<file path="config.mk">
export PLATFORM = sky130hd
export DESIGN_NAME = sram_arbiter_flat
export DESIGN_NICKNAME = d
export VERILOG_FILES = /design/src/rtl/sram_arbiter_if.sv /design/src/rtl/sram_arbiter.sv /design/src/flat_wrapper.sv
export SDC_FILE = /design/constraint.sdc
export NUM_CORES = 1
export LEC_CHECK = 0
export ABC_AREA = 1
export BUFFER_PORTS_ARGS = -buffer_cell sky130_fd_sc_hd__buf_2
export CORE_AREA = 2 2 124 126
export DETAILED_ROUTE_END_ITERATION = 12
export DIE_AREA = 0 0 126 128
export HOLD_SLACK_MARGIN = 0.15
export SLEW_MARGIN = 20
export SYNTH_ARGS = -nofsm -noshare
export SYNTH_HDL_FRONTEND = slang
export SYNTH_SLANG_ARGS = --single-unit
</file>
<file path="constraint.sdc">
create_clock -name clk -period 2.26 [get_ports clk]
set_input_delay 0 -clock clk [delete_from_list [all_inputs] [get_ports clk]]
set_output_delay 0 -clock clk [all_outputs]
set_load 0.05 [all_outputs]
</file>
<file path="src/rtl/sram_arbiter_if.sv">
// sram_arbiter_if: bundles the NCH upstream sram-like channels, the single
// downstream sram-like port and the busy flag of sram_arbiter.
// Ports: s_* per-channel request/response (packed [NCH-1:0][...]), m_* downstream, busy.
// Modports: slave = arbiter side, master = channel/memory side (testbench).
interface sram_arbiter_if #(
  parameter int NCH = 2
);
  // upstream channels
  logic [NCH-1:0]        s_req;
  logic [NCH-1:0]        s_wr;
  logic [NCH-1:0][1:0]   s_size;
  logic [NCH-1:0][3:0]   s_wstrb;
  logic [NCH-1:0][31:0]  s_addr;
  logic [NCH-1:0][31:0]  s_wdata;
  logic [NCH-1:0]        s_addr_ok;
  logic [NCH-1:0]        s_data_ok;
  logic [NCH-1:0][31:0]  s_rdata;
  // downstream port
  logic                  m_req;
  logic                  m_wr;
  logic [1:0]            m_size;
  logic [3:0]            m_wstrb;
  logic [31:0]           m_addr;
  logic [31:0]           m_wdata;
  logic                  m_addr_ok;
  logic                  m_data_ok;
  logic [31:0]           m_rdata;
  // status
  logic                  busy;

  modport slave (
    input  s_req, s_wr, s_size, s_wstrb, s_addr, s_wdata,
    input  m_addr_ok, m_data_ok, m_rdata,
    output s_addr_ok, s_data_ok, s_rdata,
    output m_req, m_wr, m_size, m_wstrb, m_addr, m_wdata,
    output busy
  );

  modport master (
    output s_req, s_wr, s_size, s_wstrb, s_addr, s_wdata,
    output m_addr_ok, m_data_ok, m_rdata,
    input  s_addr_ok, s_data_ok, s_rdata,
    input  m_req, m_wr, m_size, m_wstrb, m_addr, m_wdata,
    input  busy
  );
endinterface

</file>
<file path="src/rtl/sram_arbiter.sv">
// sram_arbiter: muxes NCH sram-like channels onto one downstream port, routes responses by ID.
// Latency: zero added cycles on request path and response path (pure combinational forwarding).
// Backpressure: grant locks while m_addr_ok is low; m_req drops when OUTST IDs are outstanding.
// Ports: clk, rst (sync, active-high), bus (sram_arbiter_if.slave: s_* channels, m_* port, busy).
// Build option: define SRAM_ARB_RR_EN for round-robin arbitration; default is fixed
// priority (lowest channel index wins) with no rr pointer.
module sram_arbiter #(
  parameter int NCH   = 2,
  parameter int OUTST = 4
) (
  input  logic          clk,
  input  logic          rst,
  sram_arbiter_if.slave bus
);

  localparam int IDW = (NCH > 1) ? $clog2(NCH) : 1;
  localparam int PW  = (OUTST > 1) ? $clog2(OUTST) : 1;
  localparam int CW  = $clog2(OUTST) + 1;

  typedef logic [IDW-1:0] id_t;

  // ST_LOCKED: an address beat was presented but not accepted; the grant is frozen.
  typedef enum logic {
    ST_OPEN   = 1'b0,
    ST_LOCKED = 1'b1
  } lock_e;

  lock_e          lock_q, lock_d;
  id_t            lock_id_q, lock_id_d;
  id_t            fifo_q [OUTST];
  logic [PW-1:0]  wr_ptr_q, rd_ptr_q;
  logic [CW-1:0]  count_q, count_d;

  id_t            pick;
  id_t            gnt;
  id_t            head;
  logic           full;
  logic           m_req;
  logic           push;
  logic           pop;

  // ------------------------------------------------------------------
  // Arbitration among channels currently requesting
  // ------------------------------------------------------------------
`ifdef SRAM_ARB_RR_EN
  id_t  rr_q, rr_d;
  logic found;
  int   idx;

  always_comb begin
    pick  = rr_q;
    found = 1'b0;
    idx   = 0;
    for (int k = 0; k < NCH; k++) begin
      idx = (int'(rr_q) + k) % NCH;
      if (!found && bus.s_req[IDW'(idx)]) begin
        pick  = IDW'(idx);
        found = 1'b1;
      end
    end
  end

  // Pointer moves just past the channel that completed an address beat.
  always_comb begin
    rr_d = rr_q;
    if (push) begin
      rr_d = (gnt == IDW'(NCH - 1)) ? '0 : gnt + IDW'(1);
    end
  end

  always_ff @(posedge clk) begin
    if (rst) begin
      rr_q <= '0;
    end else begin
      rr_q <= rr_d;
    end
  end
`else
  always_comb begin
    pick = '0;
    for (int k = NCH - 1; k >= 0; k--) begin
      if (bus.s_req[IDW'(k)]) begin
        pick = IDW'(k);
      end
    end
  end
`endif

  // ------------------------------------------------------------------
  // Grant, forwarding and handshake decode
  // ------------------------------------------------------------------
  // Full is taken from the registered count only, so a same-cycle pop never
  // lets a new address beat through.
  assign full = (count_q == CW'(OUTST));
  assign gnt  = (lock_q == ST_LOCKED) ? lock_id_q : pick;
  assign head = fifo_q[rd_ptr_q];

  always_comb begin
    m_req     = bus.s_req[gnt] & ~full & ~rst;
    push      = m_req & bus.m_addr_ok;
    pop       = bus.m_data_ok & (count_q != '0) & ~rst;

    lock_d    = (m_req && !bus.m_addr_ok) ? ST_LOCKED : ST_OPEN;
    lock_id_d = gnt;
    count_d   = count_q + CW'(push) - CW'(pop);

    bus.m_req     = m_req;
    bus.m_wr      = bus.s_wr[gnt];
    bus.m_size    = bus.s_size[gnt];
    bus.m_wstrb   = bus.s_wstrb[gnt];
    bus.m_addr    = bus.s_addr[gnt];
    bus.m_wdata   = bus.s_wdata[gnt];

    bus.s_addr_ok = '0;
    if (push) begin
      bus.s_addr_ok[gnt] = 1'b1;
    end

    // Read data is broadcast; only the owner sees s_data_ok.
    bus.s_data_ok = '0;
    if (pop) begin
      bus.s_data_ok[head] = 1'b1;
    end
    for (int c = 0; c < NCH; c++) begin
      bus.s_rdata[c] = bus.m_rdata;
    end

    bus.busy = ~rst & (count_q != '0);
  end

  // ------------------------------------------------------------------
  // State
  // ------------------------------------------------------------------
  always_ff @(posedge clk) begin
    if (rst) begin
      lock_q    <= ST_OPEN;
      lock_id_q <= '0;
      count_q   <= '0;
      wr_ptr_q  <= '0;
      rd_ptr_q  <= '0;
    end else begin
      lock_q    <= lock_d;
      lock_id_q <= lock_id_d;
      count_q   <= count_d;
      if (push) begin
        wr_ptr_q <= wr_ptr_q + PW'(1);
      end
      if (pop) begin
        rd_ptr_q <= rd_ptr_q + PW'(1);
      end
    end
  end

  // ID storage needs no reset: entries are only read behind a valid count.
  always_ff @(posedge clk) begin
    if (push) begin
      fifo_q[wr_ptr_q] <= gnt;
    end
  end

endmodule

</file>
<file path="src/flat_wrapper.sv">
// flat-port wrapper written by rule: the top's interface ports become plain ports
module sram_arbiter_flat 
#(
  parameter int NCH   = 2,
  parameter int OUTST = 4
)
  (clk, rst, bus_s_req, bus_s_wr, bus_s_size, bus_s_wstrb, bus_s_addr, bus_s_wdata, bus_m_addr_ok, bus_m_data_ok, bus_m_rdata, bus_s_addr_ok, bus_s_data_ok, bus_s_rdata, bus_m_req, bus_m_wr, bus_m_size, bus_m_wstrb, bus_m_addr, bus_m_wdata, bus_busy);
  sram_arbiter_if #(.NCH(NCH)) bus_i ();
  input  logic clk;
  input  logic rst;
  input wire logic [$bits(bus_i.s_req)-1:0] bus_s_req;
  input wire logic [$bits(bus_i.s_wr)-1:0] bus_s_wr;
  input wire logic [$bits(bus_i.s_size)-1:0] bus_s_size;
  input wire logic [$bits(bus_i.s_wstrb)-1:0] bus_s_wstrb;
  input wire logic [$bits(bus_i.s_addr)-1:0] bus_s_addr;
  input wire logic [$bits(bus_i.s_wdata)-1:0] bus_s_wdata;
  input wire logic [$bits(bus_i.m_addr_ok)-1:0] bus_m_addr_ok;
  input wire logic [$bits(bus_i.m_data_ok)-1:0] bus_m_data_ok;
  input wire logic [$bits(bus_i.m_rdata)-1:0] bus_m_rdata;
  output wire logic [$bits(bus_i.s_addr_ok)-1:0] bus_s_addr_ok;
  output wire logic [$bits(bus_i.s_data_ok)-1:0] bus_s_data_ok;
  output wire logic [$bits(bus_i.s_rdata)-1:0] bus_s_rdata;
  output wire logic [$bits(bus_i.m_req)-1:0] bus_m_req;
  output wire logic [$bits(bus_i.m_wr)-1:0] bus_m_wr;
  output wire logic [$bits(bus_i.m_size)-1:0] bus_m_size;
  output wire logic [$bits(bus_i.m_wstrb)-1:0] bus_m_wstrb;
  output wire logic [$bits(bus_i.m_addr)-1:0] bus_m_addr;
  output wire logic [$bits(bus_i.m_wdata)-1:0] bus_m_wdata;
  output wire logic [$bits(bus_i.busy)-1:0] bus_busy;
  assign bus_i.s_req = bus_s_req;
  assign bus_i.s_wr = bus_s_wr;
  assign bus_i.s_size = bus_s_size;
  assign bus_i.s_wstrb = bus_s_wstrb;
  assign bus_i.s_addr = bus_s_addr;
  assign bus_i.s_wdata = bus_s_wdata;
  assign bus_i.m_addr_ok = bus_m_addr_ok;
  assign bus_i.m_data_ok = bus_m_data_ok;
  assign bus_i.m_rdata = bus_m_rdata;
  assign bus_s_addr_ok = bus_i.s_addr_ok;
  assign bus_s_data_ok = bus_i.s_data_ok;
  assign bus_s_rdata = bus_i.s_rdata;
  assign bus_m_req = bus_i.m_req;
  assign bus_m_wr = bus_i.m_wr;
  assign bus_m_size = bus_i.m_size;
  assign bus_m_wstrb = bus_i.m_wstrb;
  assign bus_m_addr = bus_i.m_addr;
  assign bus_m_wdata = bus_i.m_wdata;
  assign bus_busy = bus_i.busy;
  sram_arbiter #(.NCH(NCH), .OUTST(OUTST)) u_core (.clk(clk), .rst(rst), .bus(bus_i));
endmodule
</file>
==> results by group, run 1 <==
Run status
  • Status: finished clean

Power
  • Sw Pwr: 0.865 mW
  • Pwr Density: 485 mW/mm^2
  • Clock share of power: 19.6%
  • Comb power frac: 60.8%
  • Lkg Pwr: 2.09 nW
  • Maximum vdd drop: 0.308 mV
  • Reg power frac: 19.6%
  • Sw frac: 50.4%
  • Int Pwr: 0.850 mW

CTS
  • Root buf cell: clkbuf_16
  • CTS clk-pin slew, worst paths: 0.05 ns
  • CTS tree: built
  • Clock Latency Late Sink: 0.24 ns
  • Clk buf depth: 2
  • Htree depth: 1
  • TritonCTS buffer count: 3
  • Num Clock Sinks: 15

Final layout
  • Layout Nets: 760
  • Most frequent cells in the layout: nand2_1, buf_2, dlygate4sd3_1
  • Layout cell share with drive strength beyond 1: 42.1%
  • Most common cell after layout, fill and taps aside: nand2_1
  • Layout Cells excl Fill: 761
  • Synth-to-layout area growth: 58.7%

Detailed routing
  • TritonRoute pass-1 iters: 4
  • Vias: 2845
  • Total Wirelength: 8400 um
  • Avg WL per Cell: 11.0 um
  • ANT nets after route: 0
  • Remaining DRCs: 0
  • Vias per Instance: 3.74
  • Initial DRC Count: 94

Global routing
  • First-pass GRT wire length: 11700 um
  • GRT Overall Usage: 8.96%
  • Initial antenna violation count: 3
  • Largest net degree at the start of global routing: 77
  • Met1 usage: 11.1%
  • Met2 Use GR: 15.8%
  • GRT Max-Usage Layer: met2
  • Met3 Resource Use GR: 2.30%
  • Number of global-route vias before repair: 2450
  • Gr ovfl total: 0

Synth
  • Post-Syn Area: 0.00223 sq mm
  • Syn avg cell area: 5.78 sq um
  • Synth top area share: 38.1%
  • Cells after synthesis: 385
  • Top cells by area, synth: nand2_1, buf_4, dfxtp_1
  • Number of synthesized register bits: 15
  • Synthesized Nets: 572
  • Synth warn: 0
  • Cell accounting for the most synthesized area: nand2_1
  • Post-synthesis sequential area ratio: 15.3%
  • Post-synth cell types: 23

Critical path
  • Bufs and invs on worst path: 6
  • Worst setup SP type: primary input
  • Required time of the critical path: 2.39 ns
  • Crit. End Element: register
  • CP Max Fanout: 7
  • Critical Path AT: 2.22 ns
  • Crit-path cells: dlygate4sd3_1 -> buf_2 -> inv_2 -> nand3_4 -> inv_2 -> ha_1 -> inv_1 -> ha_1 -> inv_1 -> fa_1 -> xnor2_1 -> o21ai_0 -> a21oi_1
  • Largest stage delay on the critical path: 0.53 ns
  • Crit path kind: primary input to register
  • Slowest cell on crit path: dlygate4sd3_1
  • CP top delay family: buffers and inverters

Placed design
  • Gpl congestion: 0.716
  • Port Buffers: 224
  • Placed Cells: 721
  • Detail Placement HPWL: 6640 um

Timing
  • Final worst path period need: 2.09 ns
  • Clk_skew: 0.000551 ns
  • Setup_tns: 0 ns
  • Relative slew slack: 29.8%
  • Final Max Slew Viols: 0
  • Fin crit share: 92.4%
  • Final Setup Violations: 0
  • Final Hold Fails: 0
  • Max Fclk: 479 MHz
  • Unrepaired setup endpoints after global routing: false
  • Slew @ Worst Pin: 1.05 ns

Die
  • Initial Util: 15.0%
  • Die area: 0.0161 sq mm
  • Core ar.: 0.0149 sq mm
  • Die X: 126 um
  • Rows: 45
  • Chip Height: 128 um
  • # IOs: 321

Hold path
  • Hold WC Path Type: primary input to register

Run
  • Number of max-cap violations: 0
-- power groups by stage --
stage | clock (mW) | combinational (mW) | sequential (mW)
2_1_floorplan | 0 | 0.803 | 0.333
3_3_place_gp | 0 | 0.761 | 0.337
3_5_place_dp | 0 | 0.764 | 0.337
4_1_cts | 0.343 | 1.04 | 0.332
5_1_grt | 0.352 | 1.11 | 0.341
6_report | 0.337 | 1.04 | 0.336
-- stage by stage --
| stage | util, % | hold WS [ns] | setup WS [ns] | power, mW | cell area, sq um |
|---|---|---|---|---|---|
| final | 23.8 | 0.172 | 0.172 | 1.71 | 3530 |
| after floorplan | - | 0.0712 | 0.276 | 1.14 | 2230 |
| after detailed placement | 20.8 | 0.000526 | 0.161 | 1.10 | 3100 |
| after CTS | 23.7 | 0.173 | 0.154 | 1.72 | 3530 |
| after global routing | 23.8 | 0.209 | 0.0116 | 1.81 | 3530 |
| after global placement | 20.8 | 0.000526 | 0.180 | 1.10 | 3100 |
-- cell usage after synthesis, drive strengths merged --
| cell | instances |
|---|---|
| a21oi | 8 |
| buf | 79 |
| dfxtp | 11 |
| edfxtp | 4 |
| fa | 1 |
| ha | 6 |
| inv | 22 |
| nand2 | 230 |
| nand3 | 3 |
| nand4 | 3 |
| nor2 | 14 |
| o21ai | 2 |
| xnor2 | 1 |
| xor2 | 1 |
-- cell families after synthesis --
kind of cell | share of synthesized area (%)
compound gates | 2.25
xor+xnor | 0.787
fa+ha+maj | 4.27
buf+inv | 32.5
flops | 15.3
simple gates | 44.9
-- worst paths after layout --
path / from / to / slack (ns) / cells after the start
worst max-delay path: rst / u_core.count_q[2]$_SDFF_PP0_ / 0.17 / 13
worst min-delay path: bus_s_req[1] / u_core.lock_q$_SDFF_PP0_ / 0.17 / 5
worst max register to register: u_core.count_q[1]$_SDFF_PP0_ / u_core.count_q[2]$_SDFF_PP0_ / 0.21 / 12
worst min register to register: u_core.rd_ptr_q[1]$_SDFFE_PP0P_ / u_core.rd_ptr_q[1]$_SDFFE_PP0P_ / 0.51 / 2
-- worst min-delay path: cells and delay by family --
kind	cells	cell delay (ns)
buffers and inverters	1	0.10
AND/OR/NAND/NOR	4	0.27
-- repair_timing --
action / 4_1_cts / 5_1_grt
setup endpoints to repair: 0 / 1
resized for setup: 0 / 1
hold buffers: 35 / 0
buffers inserted: 0 / 0
hold endpoints to repair: 74 / 0
-- routing by layer --
layer	share of wire [%]	vias up
met5	0.15	-
met4	0.69	2
met3	10	7
met2	48	187
met1	40	1191
li1	-	1458
-- area by class of cell --
class	instances	area [sq um]
Inverter	22	82.6
Sequential cell	15	340
Antenna cell	1	2.50
Timing Repair Buffer	262	1630
Multi-Input combinational cell	269	1170
Tap cell	188	235
Clock buffer	4	78.8
Fill cell	1681	11300
(Power assumes the default switching activity.)
==> run 2: changes to the inputs <==
--- a/config.mk
+++ b/config.mk
@@ -11,6 +11,7 @@
 export DETAILED_ROUTE_END_ITERATION = 12
 export DIE_AREA = 0 0 126 128
 export HOLD_SLACK_MARGIN = 0.15
+export MAX_ROUTING_LAYER = met4
 export SLEW_MARGIN = 20
 export SYNTH_ARGS = -nofsm -noshare
 export SYNTH_HDL_FRONTEND = slang
==> results by group, run 2 (synthesis gave the netlist of run 1 again) <==
Critical path
  • Slowest cell on crit path: dlygate4sd3_1 (unchanged)
  • Worst R2R Start: u_core.count_q[1]$_SDFF_PP0_ (unchanged)
  • Setup crit end: u_core.count_q[2]$_SDFF_PP0_ (unchanged)
  • Worst setup SP type: primary input (unchanged)
  • Required time of the critical path: 2.39 ns (about the same)
  • R2r worst-path depth: 12 (unchanged)
  • Crit path kind: primary input to register (unchanged)
  • RR Endpoint: u_core.count_q[2]$_SDFF_PP0_ (unchanged)
  • Crit-path cells: dlygate4sd3_1 -> buf_2 -> inv_2 -> nand3_4 -> inv_2 -> ha_1 -> inv_1 -> ha_1 -> inv_1 -> fa_1 -> xnor2_1 -> o21ai_0 -> a21oi_1 (unchanged)
  • Largest stage delay on the critical path: 0.53 ns (about the same)
  • CP Max Fanout: 7 (unchanged)
  • CP Depth: 13 (unchanged)
  • Worst R2R Setup Slack: 0.21 ns (about the same)
  • Critical Path AT: 2.22 ns (about the same)
  • Crit. End Element: register (unchanged)
  • Crit path from: rst (unchanged)
  • Bufs and invs on worst path: 6 (unchanged)
  • CP top delay family: buffers and inverters (unchanged)

Placed design
  • Placed Cells: 721 (unchanged)
  • Port Buffers: 224 (unchanged)
  • Gpl congestion: 0.725 (was 0.716)
  • Detail Placement HPWL: 6640 um (unchanged)

Final layout
  • Sequential Area: 340 sq um (unchanged)
  • Filler instances: 1682 (was 1681)
  • Most frequent cells in the layout: nand2_1, buf_2, dlygate4sd3_1 (unchanged)
  • Synth-to-layout area growth: 58.8% (was 58.7%)
  • Layout Cells excl Fill: 762 (was 761)
  • Layout cell share with drive strength beyond 1: 42.1% (unchanged)
  • Most common cell after layout, fill and taps aside: nand2_1 (unchanged)
  • Layout Nets: 760 (unchanged)
  • Footprint of the multi-input gates: 0.00117 sq mm (unchanged)

Detailed routing
  • Vias: 2839 (was 2845)
  • Initial DRC Count: 76 (was 94)
  • Total Wirelength: 8380 um (was 8400 um)
  • TritonRoute pass-1 iters: 4 (unchanged)
  • Remaining DRCs: 0 (unchanged)
  • Avg WL per Cell: 11.0 um (about the same)
  • ANT nets after route: 0 (unchanged)
  • Vias per Instance: 3.73 (was 3.74)

Die
  • Die X: 126 um (unchanged)
  • Core ar.: 0.0149 sq mm (unchanged)
  • Rows: 45 (unchanged)
  • Chip Height: 128 um (unchanged)
  • Die area: 0.0161 sq mm (unchanged)
  • # IOs: 321 (unchanged)
  • Initial Util: 15.0% (unchanged)

Timing
  • Relative slew slack: 29.7% (was 29.8%)
  • Final Setup Violations: 0 (unchanged)
  • Max Fclk: 478 MHz (was 479 MHz)
  • Slew @ Worst Pin: 1.05 ns (about the same)
  • Unrepaired setup endpoints after global routing: false (unchanged)
  • Fin crit share: 92.5% (was 92.4%)
  • Final Max Slew Viols: 0 (unchanged)
  • Setup_tns: 0 ns (unchanged)
  • Final worst path period need: 2.09 ns (about the same)
  • Final Hold Fails: 0 (unchanged)
  • Clk_skew: 0.000519 ns (was 0.000551 ns)

CTS
  • Root buf cell: clkbuf_16 (unchanged)
  • CTS tree: built (unchanged)
  • TritonCTS buffer count: 3 (unchanged)
  • CTS clk-pin slew, worst paths: 0.05 ns (about the same)
  • Num Clock Sinks: 15 (unchanged)
  • Htree depth: 1 (unchanged)
  • Clk buf depth: 2 (unchanged)
  • Clock Latency Late Sink: 0.24 ns (about the same)

Global routing
  • Number of global-route vias before repair: 2450 (unchanged)
  • Gr ovfl total: 0 (unchanged)
  • Initial antenna violation count: 3 (unchanged)
  • First-pass GRT wire length: 11700 um (about the same)
  • GRT Overall Usage: 9.21% (was 8.96%)
  • Largest net degree at the start of global routing: 77 (unchanged)

Power
  • Pwr Density: 485 mW/mm^2 (about the same)
  • Lkg Pwr: 2.09 nW (about the same)
  • Maximum vdd drop: 0.308 mV (about the same)

Hold path
  • Hold WC Path Type: primary input to register (unchanged)

Run status
  • Status: finished clean (unchanged)

Run
  • Number of max-cap violations: 0 (unchanged)
run 2: changes by cell type in the layout (fill, tap and decap cells not counted):
cell / change
diode_2: +1
run 2: stage by stage:
step	util (%)	hold slack, ns	power (mW)	instance area [sq um]	setup slack [ns]
CTS	23.7	0.173	1.72	3530	0.154
finish	23.8	0.172	1.71	3540	0.170
floorplan	-	0.0712	1.14	2230	0.276
global route	23.8	0.209	1.81	3540	0.0116
detailed placement	20.8	0.000526	1.10	3100	0.161
global placement	20.8	0.000526	1.10	3100	0.180
run 2: cell type report:
cell class	count	area share (%)
Antenna cell	2	0.142
Sequential cell	15	9.62
Multi-Input combinational cell	269	33.0
Tap cell	188	6.65
Clock buffer	4	2.23
Timing Repair Buffer	262	46.0
Inverter	22	2.34
run 2: power breakdown:
part / switching, mW / internal [mW]
Clock: 0.0984 / 0.238
Combinational: 0.737 / 0.305
Sequential: 0.0285 / 0.307
Total: 0.864 / 0.850
run 2: metal layers:
layer	GRT usage, %	vias to the layer above	wire length, um	share of wire, %
li1	-	1460	-	-
met1	11.3	1189	3420	41
met2	15.7	183	4040	48
met3	2.00	7	829	9.9
met4	1.68	0	85	1.0
met5	-	-	0	0
run 2: worst min path at each step:
| stage | to | cells past startpoint | slack (ns) | startpoint |
|---|---|---|---|---|
| 2_1_floorplan | u_core.count_q[0]$_SDFF_PP0_ | 1 | 0.07 | rst |
| 3_3_place_gp | bus_s_rdata[56] | 0 | 0.0005 | bus_m_rdata[24] |
| 3_5_place_dp | bus_s_rdata[56] | 0 | 0.0005 | bus_m_rdata[24] |
| 4_1_cts | u_core.lock_q$_SDFF_PP0_ | 5 | 0.17 | bus_s_req[1] |
| 5_1_grt | u_core.lock_q$_SDFF_PP0_ | 5 | 0.21 | bus_s_req[0] |
| 6_report | u_core.lock_q$_SDFF_PP0_ | 5 | 0.17 | bus_s_req[1] |
run 2: repair_timing:
action                     in CTS  in global routing
hold endpoints to repair       74                  0
hold buffers                   35                  0
setup endpoints to repair       0                  1
buffers inserted                0                  0
gates resized for setup         0                  1
run 2: worst min-delay path: cells and delay by family:
kind | cells | cell delay, ns
AND/OR/NAND/NOR | 4 | 0.27
buffers and inverters | 1 | 0.10
